--- config.mk ---
export PLATFORM = sky130hd
export DESIGN_NAME = sipo_frame_ctrl
export DESIGN_NICKNAME = d
export VERILOG_FILES = /design/src/rtl/sipo_frame_ctrl.sv
export SDC_FILE = /design/constraint.sdc
export NUM_CORES = 1
export LEC_CHECK = 0
export CAP_MARGIN = 20
export CORE_ASPECT_RATIO = 1.1
export CORE_MARGIN = 4
export CORE_UTILIZATION = 25
export DETAILED_ROUTE_END_ITERATION = 6
export SLEW_MARGIN = 20
export SYNTH_ARGS = -nofsm -noshare
export SYNTH_HDL_FRONTEND = slang
export SYNTH_SLANG_ARGS = --single-unit
--- constraint.sdc ---
create_clock -name clk -period 1.3 [get_ports clk]
set_clock_uncertainty 0.05 [all_clocks]
set_input_delay 0.195 -clock clk [delete_from_list [all_inputs] [get_ports clk]]
set_output_delay 0.195 -clock clk [all_outputs]
set_load 0.03 [all_outputs]
--- src/rtl/sipo_frame_ctrl.sv ---
// sipo_frame_ctrl: serial framing receiver. Detects a start bit, shifts WIDTH
// data bits LSB-first, optionally checks even parity and the stop bit, and
// hands completed words to a consumer over a valid/ready handshake.
module sipo_frame_ctrl #(
    parameter int WIDTH     = 4,
    parameter bit PARITY_EN = 1'b0
) (
    input  logic             clk,
    input  logic             rst,
    input  logic             si,
    output logic [WIDTH-1:0] po,
    output logic             po_valid,
    input  logic             po_ready,
    output logic             shift_en,
    output logic             busy,
    output logic             frame_err,
    output logic             overrun
);

    localparam int CNT_W = (WIDTH > 2) ? $clog2(WIDTH) : 1;

    typedef enum logic [2:0] {
        S_IDLE,
        S_DATA,
        S_PARITY,
        S_STOP,
        S_WAIT_IDLE
    } state_t;

    state_t           r_state;
    state_t           w_next;
    logic [WIDTH-1:0] r_sr;
    logic [CNT_W-1:0] r_cnt;
    logic             r_par_flag;
    logic [WIDTH-1:0] r_po;
    logic             r_po_valid;
    logic             r_frame_err;
    logic             r_overrun;

    logic             w_last_bit;
    logic             w_word_ok;
    logic             w_frame_bad;

    // Next-state decode and stop-edge classification of the current frame.
    always_comb begin
        w_next      = r_state;
        w_last_bit  = (r_cnt == CNT_W'(WIDTH - 1));
        w_word_ok   = 1'b0;
        w_frame_bad = 1'b0;
        case (r_state)
            S_IDLE: begin
                if (!si) begin
                    w_next = S_DATA;
                end
            end
            S_DATA: begin
                if (w_last_bit) begin
                    w_next = PARITY_EN ? S_PARITY : S_STOP;
                end
            end
            S_PARITY: begin
                w_next = S_STOP;
            end
            S_STOP: begin
                if (si) begin
                    w_next = S_IDLE;
                    if (r_par_flag) begin
                        w_frame_bad = 1'b1;
                    end else begin
                        w_word_ok = 1'b1;
                    end
                end else begin
                    // Line still low: wait for idle so it is not read as a start bit.
                    w_frame_bad = 1'b1;
                    w_next      = S_WAIT_IDLE;
                end
            end
            S_WAIT_IDLE: begin
                if (si) begin
                    w_next = S_IDLE;
                end
            end
            default: begin
                w_next = S_IDLE;
            end
        endcase
    end

    // State register.
    always_ff @(posedge clk) begin
        if (rst) begin
            r_state <= S_IDLE;
        end else begin
            r_state <= w_next;
        end
    end

    // Shift register, bit counter and parity flag.
    always_ff @(posedge clk) begin
        if (rst) begin
            r_sr       <= '0;
            r_cnt      <= '0;
            r_par_flag <= 1'b0;
        end else begin
            case (r_state)
                S_IDLE: begin
                    r_cnt      <= '0;
                    r_par_flag <= 1'b0;
                end
                S_DATA: begin
                    r_sr <= {si, r_sr[WIDTH-1:1]};
                    if (!w_last_bit) begin
                        r_cnt <= r_cnt + CNT_W'(1);
                    end
                end
                S_PARITY: begin
                    r_par_flag <= (^r_sr) ^ si;
                end
                default: begin
                end
            endcase
        end
    end

    // Output holding register, handshake and error pulses.
    always_ff @(posedge clk) begin
        if (rst) begin
            r_po        <= '0;
            r_po_valid  <= 1'b0;
            r_frame_err <= 1'b0;
            r_overrun   <= 1'b0;
        end else begin
            r_frame_err <= w_frame_bad;
            r_overrun   <= 1'b0;
            if (w_word_ok) begin
                if (!r_po_valid || po_ready) begin
                    r_po       <= r_sr;
                    r_po_valid <= 1'b1;
                end else begin
                    r_overrun <= 1'b1;
                end
            end else if (r_po_valid && po_ready) begin
                r_po_valid <= 1'b0;
            end
        end
    end

    assign po        = r_po;
    assign po_valid  = r_po_valid;
    assign frame_err = r_frame_err;
    assign overrun   = r_overrun;
    assign shift_en  = (r_state == S_DATA);
    assign busy      = (r_state != S_IDLE);

endmodule

Word-level counts from Yosys, hierarchy flattened --
Index checks and enable logic that the tools add are counted.
Word-level totals: flip-flop bits (word level) 17, bits in latches 0, bits in writable memories 0, memory bits (read-only) 0, logic and storage cells 54, memories kept 0
Operators by class: add/subtract/negate cells 1, $mul 0, divide/modulo/power cells 0, order comparisons 0, equal/unequal tests 10, shift operators 0, mux-type cells 17, bitwise operators 3, reduce and logical (&&, ||, !) cells 15
Operators by type and width (number):
- 3-bit one-hot mux with 5 select lines | 1
- 3-bit two-way mux | 4
- 1-bit two-way mux | 9
- 3-bit by 2-bit == test with 1-bit output, second input constant | 2
- 2-bit != test, second input constant | 3
- 2-bit AND reduction | 3
- 2-bit nonzero test | 3
- 2-bit by 1-bit != test with 1-bit output, second input constant | 2
- 2-bit one-hot mux with 2 select lines | 1
- 2-bit OR reduction | 2
- 4-bit parity | 1
- 3-bit by 1-bit == test with 1-bit output, second input constant | 1
- 3-bit == test, second input constant | 1
- 3-bit logical NOT | 1
- 3-bit AND reduction | 1
- 3-bit nonzero test | 1
- 2-bit by 1-bit adder with 2-bit output, second input constant | 1
- 2-bit == test, second input constant | 1
- 2-bit two-way mux | 1
- 1-bit NOT | 2
- 1-bit one-hot mux with 2 select lines | 1
- 1-bit logical AND | 1
- 1-bit logical NOT | 1
- 1-bit logical OR | 1
- 1-bit XOR | 1

Longest topological paths before layout --
word-level depth 5, mapped depth 5

Worst setup path after synthesis --
No wires, ideal clock.
path kind register to register, from register r_state[1], to register r_sr[0], setup time 128 ps, data arrival time 1224 ps, path slack -102 ps, stages on the path, launching flop included 5, buffers on the path 1, period minus slack after synthesis 1402 ps, path through dfxtp_1 -> buf_4 -> nor3b_4 -> mux2i_1 -> nor2_1
Between the ends: word-level cells in the longest chain between the ends 1
Ends and longest elaborated chain:
- start: declaration | RTL line 30 | state_t r_state;
- start signal: assignment | RTL line 94 | r_state <= w_next;
- 3-bit by 1-bit == test with 1-bit output
- net shift_en | RTL line 14 | output logic shift_en,
- end signal: assignment | RTL line 111 | r_sr <= {si, r_sr[WIDTH-1:1]};
- end: declaration | RTL line 32 | logic [WIDTH-1:0] r_sr;
The timed path passes the listed nets, and every way through them passes these cells. A chain may end at the register's enable or synchronous reset.

Worst setup path in the final report --
from register r_state[0], to output port busy
Between the ends: word-level cells in the longest chain between the ends 1
Ends and longest elaborated chain:
- 3-bit nonzero test | RTL line 153 | assign busy = (r_state != S_IDLE);
- end: declaration | RTL line 15 | output logic busy,
Every way passes these cells.

==> metrics <==
status=finished, violations left; failing checks=setup timing; count leader, synth=dfxtp_1; Fill cells=308; antenna violations before repair=0; flip-flop and latch count after synthesis=17; row count=20; cts hold-fix bufs=0; Die Y=66.1 um; Area contributors post-synth=dfxtp_1, a21oi_1, mux2i_1; Total Routed Length=1.64 mm; Slew headroom=73.0%; Die Width=60.9 um; Top Ports=13; overall global routing resource usage=8.58%; number of DRC markers in iteration 0=26; critical path arrival=1.13 ns; root buf cell=clkbuf_4; nets@finish=109; CP Launch Type=register; final worst-path cycle share=106%; final design instance area without fill=1040 um2; Finish-stage setup viols=2; # Max-Cap Violations=0; leakage power=0.410 nW; CTS Buffer Depth=2; Period minus WS final=1.37 ns; drt via density=4.70; GP Congestion=0.753; pin count of the biggest net entering global routing=10; Synth warnings=0; CTS tree=done; via count=639; register area=344 um2; worst-margin pin slew=0.404 ns; final worst slack=-0.0719 ns; RSZ-0062 raised after global routing=true; top achievable clock speed=729 MHz; Hold Fails Final Rpt=0; post-synth top area share=44.3%; Area growth, synth to finish=35.0%; IO buf count=12; critical path peak fanout=2; number of global-route vias before repair=596; dpl hpwl=1.13 mm; ANT cells=0; EDFF count, synth=0; Async S/R FF share, synth=0%; layout cells sized above 1=35.9%; Multi-input gate area=394 um2; sequential area share after synthesis=44.3%; FF-to-FF setup slack=0.04 ns; post-synth top area cell=dfxtp_1; Core ar.=2850 um2; Syn Inst Count=78; Placed Area=940 um2; crit path kind=register to primary output; Initial Util=26.9%; Worst path max stage delay=0.38 ns; first-pass GRT wire length=2.59 mm; Final Core Density=36.4%; Post-synth top cells=dfxtp_1, a21oi_1, nor2_1; DRT Pass-1 Iters=4; HP Class=register to register; Slowest-stage cell, CP=or3_4; clk slew on worst S/H paths=0.08 ns; Worst IR Drop VDD=0.419 mV; clock sinks=17; Num CTS Buffers=3; Overflow after GRT=0; post-synth cell types=27; Synth Cell Area=768 um2; Synthesized Nets=83; # DRC=0; Syn Area/Cell=9.85 um2; CTS H-Tree Depth=1; WP data required=1.05 ns; count of pins over their slew limit=0; P per Cell Area=901 nW/um2; crit path cell chain=or3_4 -> buf_6; clk_lat worst skew=0.29 ns; DR WL/cell=12.1 um; CP Capture Type=primary output; Antenna Nets Post-Route=0; die area=4020 um2; ys flop type=dfxtp_1
==> cell usage in the layout, fill, tap and decap left out <==
master,synthesis,layout
a211o_2,2,2
a21oi_1,8,8
a32oi_1,1,1
and3b_2,1,1
buf_4,1,14
buf_6,2,5
clkbuf_1,1,1
clkbuf_2,0,3
clkbuf_4,0,3
clkdlybuf4s50_1,0,3
dfxtp_1,17,14
dfxtp_2,0,3
dlygate4sd2_1,0,2
ha_2,0,1
inv_1,2,2
mux2_2,1,1
mux2i_1,4,4
nand2_1,3,3
nand2b_1,2,2
nand3b_1,3,3
nand4_1,4,4
nor2_1,7,7
nor2b_1,2,2
nor3_1,4,4
nor3b_4,1,1
o31ai_1,4,2
o31ai_2,0,2
o32ai_1,1,1
or3_4,0,1
xnor2_1,2,2
xnor3_1,1,1
==> final timing paths <==
kind,startpoint,endpoint,cells past startpoint
max reg2reg,r_state[1]$_SDFFE_PP0P_,r_sr[1]$_SDFFE_PP0N_,5
min,r_cnt[0]$_SDFFE_PP0P_,r_cnt[0]$_SDFFE_PP0P_,2
max,r_state[0]$_SDFFE_PP0P_,busy,2
min reg2reg,r_cnt[0]$_SDFFE_PP0P_,r_cnt[0]$_SDFFE_PP0P_,2
==> kinds of logic (layout without fill, tap and decap cells) <==
kind of cell               Yosys count  in the layout  synth area share [%]
muxes                                5              5                  6.68
and+or+nand+nor                     28             28                  21.7
buffers and inverters                8             33                  6.51
DFF                                 17             17                  44.3
xor gates and xnor gates             3              3                  5.21
adders and majority gates            1              1                  1.63
AOI/OAI and AO/OA                   16             16                  14.0
==> per-layer routing <==
metal  track usage [%]  wire length, um
met5                 0                0
met4              4.88               24
met3              1.76               85
met2              13.0              795
met1              11.1              738
==> where the power goes <==
part           internal [mW]  switching [mW]
clock                  0.119           0.157
combinational         0.0663          0.0560
sequential             0.529         0.00685
total                  0.714           0.220
==> sequential cells by signal (all words and copies together), names as in the netlist <==
name and flops:
po 4, r_sr 4, r_state 3, r_cnt 2, frame_err 1, overrun 1
po_valid 1, r_par_flag 1
==> worst max-delay path: cells and delay by family (launching register included) <==
family        cells  cell delay, ns
simple gates      1            0.38
buf+inv           1            0.14
flops             1            0.33
==> through the flow <==
step / total power [mW] / instances / hold slack, ns / setup slack [ns] / setup TNS [ns]
after global placement: 0.647 / 125 / 0.405 / -0.283 / -0.840
after CTS: 0.935 / 130 / 0.429 / -0.0890 / -0.163
after global routing: 0.976 / 136 / 0.466 / -0.110 / -0.368
after floorplan: 0.612 / 78 / 0.224 / -0.100 / -0.445
final: 0.934 / 136 / 0.426 / -0.0719 / -0.125
after detailed placement: 0.649 / 125 / 0.416 / -0.303 / -0.981
==> timing repair <==
item	CTS	global route
setup endpoints to repair	11	14
gates cloned	0	0
endpoints found under the hold margin	0	0
setup buffers	1	6
gates resized for setup	21	8
pin swaps	2	7
==> layout make-up <==
type,count,area share (%)
inverters,2,0.724
flip-flops and latches,17,33.2
repair buffers,27,21.6
clock buffers,4,2.53
multi-input cells,53,38.0
well taps,33,3.98
Power figures use the tool's default switching activity.
